### src/rtl/stage_sequencer_pkg.sv
// Shared definitions for the stage sequencer and the stage blocks it drives.
package stage_sequencer_pkg;

    // Default memory geometry shared with the stage blocks (2K x 16 data memory).
    localparam int unsigned DEF_ADDR_W = 11;
    localparam int unsigned DEF_DATA_W = 16;

    // Sequencer FSM states, 3-bit encoding.
    typedef enum logic [2:0] {
        ST_IDLE   = 3'd0,
        ST_START  = 3'd1,
        ST_WAIT   = 3'd2,
        ST_NEXT   = 3'd3,
        ST_FINISH = 3'd4,
        ST_ERROR  = 3'd5
    } seq_state_t;

    // True in the states where the indexed stage owns its enable (and the memory).
    function automatic logic stage_owns_port(input seq_state_t st);
        return (st == ST_START) || (st == ST_WAIT);
    endfunction

endpackage

### src/rtl/stage_sequencer_mem_port_mux.sv
// One-hot select mux from the per-stage write ports onto the shared memory write port.
// With no select bit set the memory port is held at zero, so no stage can write.
module mem_port_mux
    import stage_sequencer_pkg::*;
#(
    parameter int unsigned NUM_STAGES = 4,
    parameter int unsigned ADDR_W     = DEF_ADDR_W,
    parameter int unsigned DATA_W     = DEF_DATA_W
) (
    input  logic [NUM_STAGES-1:0]        sel,
    input  logic [NUM_STAGES*ADDR_W-1:0] stage_addr,
    input  logic [NUM_STAGES-1:0]        stage_wr_en,
    input  logic [NUM_STAGES*DATA_W-1:0] stage_wdata,
    output logic [ADDR_W-1:0]            mem_addr,
    output logic                         mem_wr_en,
    output logic [DATA_W-1:0]            mem_wdata
);

    // AND-OR mux: each stage contributes only when its select bit is set.
    always_comb begin
        mem_addr  = '0;
        mem_wr_en = 1'b0;
        mem_wdata = '0;
        for (int unsigned i = 0; i < NUM_STAGES; i++) begin
            if (sel[i]) begin
                mem_addr  = mem_addr  | stage_addr[i*ADDR_W +: ADDR_W];
                mem_wr_en = mem_wr_en | stage_wr_en[i];
                mem_wdata = mem_wdata | stage_wdata[i*DATA_W +: DATA_W];
            end
        end
    end

endmodule

### src/rtl/stage_sequencer.sv
// Runs the stage blocks one after another with an en/start/done handshake,
// watches each stage with a timeout, and hands the shared memory write port
// to whichever stage is currently enabled.
module stage_sequencer
    import stage_sequencer_pkg::*;
#(
    parameter int unsigned NUM_STAGES = 4,
    parameter int unsigned STAGE_W    = 2,
    parameter int unsigned ADDR_W     = DEF_ADDR_W,
    parameter int unsigned DATA_W     = DEF_DATA_W,
    parameter int unsigned TIMEOUT    = 1024
) (
    input  logic                         clock,
    input  logic                         rst,
    input  logic                         go,
    output logic [NUM_STAGES-1:0]        stage_en,
    output logic [NUM_STAGES-1:0]        stage_start,
    input  logic [NUM_STAGES-1:0]        stage_done,
    input  logic [NUM_STAGES*ADDR_W-1:0] stage_addr,
    input  logic [NUM_STAGES-1:0]        stage_wr_en,
    input  logic [NUM_STAGES*DATA_W-1:0] stage_wdata,
    output logic [ADDR_W-1:0]            mem_addr,
    output logic                         mem_wr_en,
    output logic [DATA_W-1:0]            mem_wdata,
    output logic [STAGE_W-1:0]           active_stage,
    output logic                         busy,
    output logic                         all_done,
    output logic                         timeout_err
);

    localparam int unsigned        TIMER_W  = $clog2(TIMEOUT);
    localparam logic [TIMER_W-1:0] TIMER_MAX = TIMER_W'(TIMEOUT - 1);
    localparam logic [STAGE_W-1:0] LAST_IDX  = STAGE_W'(NUM_STAGES - 1);

    seq_state_t         state;
    seq_state_t         next_state;
    logic [STAGE_W-1:0] idx;
    logic [TIMER_W-1:0] timer;
    logic               cur_done;
    logic               timer_expired;

    // Only the active stage's done is ever looked at; strays from other stages vanish here.
    assign cur_done      = stage_done[idx];
    assign timer_expired = (timer == TIMER_MAX);

    // State register plus the stage index, WAIT timer and sticky timeout flag.
    always_ff @(posedge clock) begin
        if (rst) begin
            state       <= ST_IDLE;
            idx         <= '0;
            timer       <= '0;
            timeout_err <= 1'b0;
        end else begin
            state <= next_state;

            if (state == ST_IDLE && go) begin
                idx <= '0;
            end else if (state == ST_NEXT && idx != LAST_IDX) begin
                idx <= idx + 1'b1;
            end

            if (state == ST_START) begin
                timer <= '0;
            end else if (state == ST_WAIT && !timer_expired) begin
                timer <= timer + 1'b1;
            end

            // An accepted go clears the flag; entering ERROR sets it so it is visible during ERROR.
            if (state == ST_IDLE && go) begin
                timeout_err <= 1'b0;
            end else if (next_state == ST_ERROR) begin
                timeout_err <= 1'b1;
            end
        end
    end

    // Next-state logic; in WAIT a done on the expiry cycle takes priority over the timeout.
    always_comb begin
        next_state = state;
        unique case (state)
            ST_IDLE:   next_state = go ? ST_START : ST_IDLE;
            ST_START:  next_state = ST_WAIT;
            ST_WAIT: begin
                if (cur_done) begin
                    next_state = ST_NEXT;
                end else if (timer_expired) begin
                    next_state = ST_ERROR;
                end
            end
            ST_NEXT:   next_state = (idx == LAST_IDX) ? ST_FINISH : ST_START;
            ST_FINISH: next_state = ST_IDLE;
            ST_ERROR:  next_state = ST_IDLE;
            default:   next_state = ST_IDLE;
        endcase
    end

    // Moore outputs decoded from the registered state and index.
    always_comb begin
        stage_en    = '0;
        stage_start = '0;
        if (stage_owns_port(state)) begin
            stage_en[idx] = 1'b1;
        end
        if (state == ST_START) begin
            stage_start[idx] = 1'b1;
        end
        busy         = (state != ST_IDLE);
        all_done     = (state == ST_FINISH);
        active_stage = idx;
    end

    mem_port_mux #(
        .NUM_STAGES (NUM_STAGES),
        .ADDR_W     (ADDR_W),
        .DATA_W     (DATA_W)
    ) u_mem_port_mux (
        .sel         (stage_en),
        .stage_addr  (stage_addr),
        .stage_wr_en (stage_wr_en),
        .stage_wdata (stage_wdata),
        .mem_addr    (mem_addr),
        .mem_wr_en   (mem_wr_en),
        .mem_wdata   (mem_wdata)
    );

endmodule
### config.mk
export PLATFORM = sky130hd
export DESIGN_NAME = stage_sequencer
export DESIGN_NICKNAME = d
export VERILOG_FILES = /design/src/rtl/stage_sequencer_pkg.sv /design/src/rtl/stage_sequencer_mem_port_mux.sv /design/src/rtl/stage_sequencer.sv
export SDC_FILE = /design/constraint.sdc
export NUM_CORES = 1
export LEC_CHECK = 0
export BUFFER_PORTS_ARGS = -buffer_cell sky130_fd_sc_hd__buf_2
export CAP_MARGIN = 20
export CORE_UTILIZATION = 32
export DETAILED_ROUTE_END_ITERATION = 7
export GPL_ROUTABILITY_DRIVEN = 0
export PLACE_DENSITY = 0.77
export SKIP_LAST_GASP = 1
export SYNTH_ARGS = -nofsm -noshare
export SYNTH_HDL_FRONTEND = slang
export SYNTH_SLANG_ARGS = --single-unit
### constraint.sdc
create_clock -name clock -period 1.7 [get_ports clock]
set_input_delay 0.17 -clock clock [delete_from_list [all_inputs] [get_ports clock]]
set_output_delay 0.17 -clock clock [all_outputs]
set_load 0.01 [all_outputs]
# Word-level counts from Yosys, hierarchy flattened
# Index checks and enable logic that the tools add are counted.
dict set report classes {
  addsub 2
  order_cmp 2
  eq_ne 8
  muxes 23
  n_bitwise 9
  n_reduce_logical 10
}
# cell n
set op_table {}
lappend op_table {{16-bit 2-to-1 mux} 4}
lappend op_table {{16-bit OR} 3}
lappend op_table {{11-bit 2-to-1 mux} 4}
lappend op_table {{11-bit OR} 3}
lappend op_table {{3-bit case mux with 4 select lines} 1}
lappend op_table {{10-bit by 1-bit adder with 10-bit output, second input constant} 1}
lappend op_table {{10-bit equality test, second input constant} 1}
lappend op_table {{3-bit 2-to-1 mux} 3}
lappend op_table {{4-bit 2-to-1 mux} 2}
lappend op_table {{1-bit 2-to-1 mux} 7}
lappend op_table {{3-bit by 2-bit equality test with 1-bit output, second input constant} 2}
lappend op_table {{3-bit equality test, second input constant} 2}
lappend op_table {{1-bit logical AND} 4}
lappend op_table {{2-bit OR reduction} 2}
lappend op_table {{3-bit by 1-bit equality test with 1-bit output, second input constant} 1}
lappend op_table {{3-bit zero test} 1}
lappend op_table {{2-bit by 3-bit < comparator with 1-bit output, second input constant} 1}
lappend op_table {{1-bit OR} 3}
lappend op_table {{3-bit nonzero test} 1}
lappend op_table {{2-bit by 1-bit adder with 2-bit output, second input constant} 1}
lappend op_table {{1-bit binary-select mux with 2-bit select} 1}
lappend op_table {{1-bit demux with 2-bit select} 1}
lappend op_table {{2-bit equality test, second input constant} 1}
lappend op_table {{2-bit by 1-bit greater-or-equal comparator with 1-bit output, second input constant} 1}
lappend op_table {{3 further kinds} 3}
dict set report word_totals {
  regBits 16
  input_bits 119
  output_inout_bits 41
  wordCells 58
}

# Depth between registers and ports, before layout
dict set report logic_depth {
  word_depth 12
  ltp_mapped 7
  depth_no_buf 5
}

# Cells and area by module
# A second synthesis with hierarchy kept.
dict set report hier_totals {
  cells_unflattened 198
  hier_area_um2 1700.4
}
# mod instances cells_per_inst area_per_inst_um2 seq_area_each_um2
set by_module_without_submodules {}
lappend by_module_without_submodules {stage_sequencer 1 102 903.4 320.3}
lappend by_module_without_submodules {mem_port_mux 1 96 797.0 0.0}

# Least setup slack after synthesis
# OpenSTA, ideal clock, no wires.
dict set report synth_path {
  path_type {register -> register}
  startpoint {register state[1]}
  endpoint {register timer[5]}
  setup_time_ns 0.059
  arrival_time_ns 1.711
  t_required_ns 1.641
  setup_slack_ns -0.070
  path_stages_with_launch 5
  path_buffers 0
  synth_period_minus_slack_ns 1.770
  cell_sequence {dfxtp_1 > or3b_4 > or3_4 > or4_1 > nand2_1}
}
dict set report synth_via {
  elab_chain_cells 2
  elab_cells_between_ends 4
  classes_between {eq/ne: 2; reduce/logical: 2}
}
# element line
set synth_lines {}
lappend synth_lines {{start, declared} stage_sequencer.sv:35} ;# seq_state_t state;
lappend synth_lines {{start signal, assigned} stage_sequencer.sv:54} ;# state <= next_state;
lappend synth_lines {{3-bit by 1-bit equality test with 1-bit output or 3-bit by 2-bit equality test with 1-bit output (tied branches)} {stage_sequencer.sv:62, stage_sequencer.sv:64}}
lappend synth_lines {{2-bit OR reduction (no source line) or 1-bit logical AND (tied branches)} -}
lappend synth_lines {{end signal, assigned} stage_sequencer.sv:65} ;# timer <= timer + 1'b1;
lappend synth_lines {{end, declared} stage_sequencer.sv:38} ;# logic [TIMER_W-1:0] timer;
# Parallel ways exist; a longest one is shown, timed or not.
# A chain may end at the register's enable or synchronous reset.

# Worst setup path after layout
dict set report layout_path {
  startpoint {register state[1]}
  endpoint {output mem_addr[1]}
}
dict set report layout_via {
  elab_chain_cells 10
  elab_cells_between_ends 11
  classes_between {eq/ne: 2; mux: 5; bitwise: 3; reduce/logical: 1}
}
# element line
set layout_lines {}
lappend layout_lines {{3-bit by 1-bit equality test with 1-bit output or 3-bit by 2-bit equality test with 1-bit output (tied branches)} stage_sequencer_pkg.sv:20} ;# return (st == ST_START) || (st == ST_WAIT);
lappend layout_lines {{1-bit logical OR (*)} stage_sequencer_pkg.sv:20}
lappend layout_lines {{4-bit 2-to-1 mux (*)} stage_sequencer.sv:101} ;# if (stage_owns_port(state)) begin
lappend layout_lines {{11-bit 2-to-1 mux} stage_sequencer_mem_port_mux.sv:25} ;# if (sel[i]) begin
lappend layout_lines {{11-bit OR} stage_sequencer_mem_port_mux.sv:26} ;# mem_addr = mem_addr | stage_addr[i*ADDR_W +: ADDR_W];
lappend layout_lines {{11-bit 2-to-1 mux} stage_sequencer_mem_port_mux.sv:25}
lappend layout_lines {{11-bit OR} stage_sequencer_mem_port_mux.sv:26}
lappend layout_lines {{11-bit 2-to-1 mux} stage_sequencer_mem_port_mux.sv:25}
lappend layout_lines {{11-bit OR} stage_sequencer_mem_port_mux.sv:26}
lappend layout_lines {{11-bit 2-to-1 mux (*)} stage_sequencer_mem_port_mux.sv:25}
lappend layout_lines {{end, declared} stage_sequencer.sv:22} ;# output logic [ADDR_W-1:0] mem_addr,
# Mark *: on every way between the ends. The rest lies on a longest branch, timed or not.

==> metrics <==
Crit path arrival time=1760 ps; Pre-Repair DR Iteration Count=8; CTS tree=built; ordered list of cells on the worst path=nor3b_4 -> o21a_4 -> buf_12 -> buf_6 -> a22oi_2 -> nand2_1 -> buf_2; Final Max Slew Viols=0; status=complete, but fails checks; CP startpoint kind=flop; overall routing resource usage=0.296; Clock Latency Late Sink=260 ps; worst hold path type=in2reg; via/cell ratio=5.46; pin count of the biggest net entering global routing=18; Final WS setup=-228 ps; Initial Util=0.338; yosys warns=0; Routed wire per std cell=17.5 um; Inserted Clock Buffers=3; placed cells=434; RSZ-0062 raised after global routing=yes; worst vdd ir=0.329 mV; final WL=7810 um; setup tns final=-5370 ps; IO Count=160; final period utilization=1.13; # nets final=520; Port Buf Inserts=159; Longest Clk Path Bufs=2; first-pass GRT wire length=11300 um; top sig layer=met4; vias=2439; Yosys reg bits=16; top cells by count, synth=56 x a22oi_1, 38 x nand2_1, 16 x dfxtp_1; Sink Count=16; CP bufs+invs=3; Die Wd=70.5 um; Pwr Density=467 mW/mm^2; area fraction of the dominant cell type after synthesis=0.280; Critical Path RT=1530 ps; maximum capacitance violations=0; number of remaining DRC errors=2; Placeable Area=0.00444 mm^2; FMAX=519 MHz; CP Depth=7; CP max stage delay=370 ps; WS Path Type=reg2out; clock skew=5.67 ps; CP endpoint kind=output pin; Final Setup Violations=32; Synth Instances=206; crit-path max FO=6; Leakage=1.54 nW; Critical Path Slowest Stage Cell=dfxtp_4; WL met1=3010 um; worst flop-to-flop path endpoint=timer[8]$_SDFFE_PP0P_; Final Hold Viols=0; Mapped Area=0.00150 mm^2; clk slew on worst S/H paths=70 ps; Synth cell types=37; R2R setup slack=-40 ps; post-route antenna net violation count=0; CP endpoint=mem_addr[1]; R2R Path Start=state[1]$_SDFF_PP0_; Tightest Pin Transition=367 ps; cell taking the most area after synthesis=a22oi_1; Final Util=0.676; kind of cell adding the most delay to the critical path=simple AND/OR/NAND/NOR gates; die footprint=0.00497 mm^2; Layout area overhead=100%; htree depth=1; top-count cell post-synth=a22oi_1; Post-synth EDFFs=0; antenna violations before repair=0; CTS root buffer=clkbuf_8; syn_area_per_cell=7.28 um^2; Non-Filler Instances=447; layout cells sized above 1=0.635; Max-slew headroom=0.755; violated checks=DRC, setup timing; beginning of the critical path=state[1]$_SDFF_PP0_; vias in the first global route=2305; ranking of synthesized cells by area=a22oi_1 28%, dfxtp_1 21%, nand2_1 9.5%; FF-to-FF path depth=6; Top FF cell, synth=dfxtp_1; crit path time final=1930 ps; Seq/Total Area, Yosys=0.214; FFs w/ async S/R, synth=0; DP HPWL=5810 um; met3 WL=494 um; Syn Nets=330; total grt overflow=0; met2 routed WL=4140 um; Chip Height=70.5 um; n_diodes=0; 1st-iter DRT viols=145; row cnt=24
repair_timing:
action,4_1_cts,5_1_grt
gates resized for setup,32,33
setup endpoints to repair,32,43
cloned,3,2
hold buffers,0,0
hold endpoints to repair,0,0
setup buffers,2,5
pin swaps,5,13
stage by stage:
stage / worst slack (ps) / instance area [um^2] / total power [mW] / hold slack (ps)
after floorplan: -32.4 / 1510 / 0.655 / 242
after global placement: -3.64 / 2590 / 0.973 / 420
after detailed placement: 1.49 / 2590 / 0.979 / 423
after CTS: -188 / 2840 / 1.36 / 159
after global routing: -300 / 3000 / 1.48 / 167
final: -228 / 3000 / 1.40 / 169
flip-flops by register name, indices dropped and copies added (netlist names):
name          cells
state             3
timeout_err       1
timer            10
active_stage      2
worst register-to-register path: stages (launching register included):
cell and delay (ps):
dfxtp_4 370, nor3b_4 360, buf_4 190, buf_6 100
o211ai_1 120, or3_1 360, a21oi_1 160
layer usage:
layer,GRT usage,vias up
li1,-,1169
met1,0.357,1138
met2,0.534,117
met3,0.0491,15
met4,0.0839,0
met5,0,-
logic make-up after synthesis:
logic type,share of synthesized area
DFF,0.214
muxes,0.0217
xor gates and xnor gates,0.0175
and+or+nand+nor,0.264
buffers and inverters,0.0550
AOI/OAI and AO/OA,0.386
adders and majority gates,0.0417
layout make-up:
| cell class | count | area (um^2) |
|---|---|---|
| fill | 358 | 1440 |
| inverter | 4 | 15.0 |
| timing repair buffer | 200 | 1260 |
| tap | 52 | 65.1 |
| multi-input combinational | 171 | 1270 |
| clock buffer | 4 | 55.1 |
| sequential | 16 | 332 |
cell usage in the layout, fill, tap and decap left out, types with 4 or more instances in the layout:
| master | count |
|---|---|
| and2_1 | 4 |
| a22oi_2 | 19 |
| a22oi_1 | 37 |
| nor2_1 | 10 |
| buf_4 | 22 |
| dfxtp_1 | 11 |
| buf_2 | 157 |
| inv_1 | 4 |
| clkbuf_8 | 4 |
| nor3_1 | 5 |
| buf_6 | 13 |
| buf_12 | 5 |
| nand3_1 | 5 |
| nand2_1 | 37 |
where the power goes:
part	switching, mW	internal (mW)	total (mW)
clock	0.138	0.206	0.344
sequential	0.0124	0.385	0.398
combinational	0.319	0.341	0.659
total	0.469	0.932	1.40
worst min path at each step:
stage,to,start,cells past startpoint,slack [ps]
6_report,state[1]$_SDFF_PP0_,rst,2,170
5_1_grt,state[1]$_SDFF_PP0_,rst,2,170
4_1_cts,state[1]$_SDFF_PP0_,rst,2,160
3_5_place_dp,state[1]$_SDFF_PP0_,rst,2,420
3_3_place_gp,state[1]$_SDFF_PP0_,rst,2,420
2_1_floorplan,state[1]$_SDFF_PP0_,rst,1,240
No activity file was read; power rests on OpenSTA's default activity.
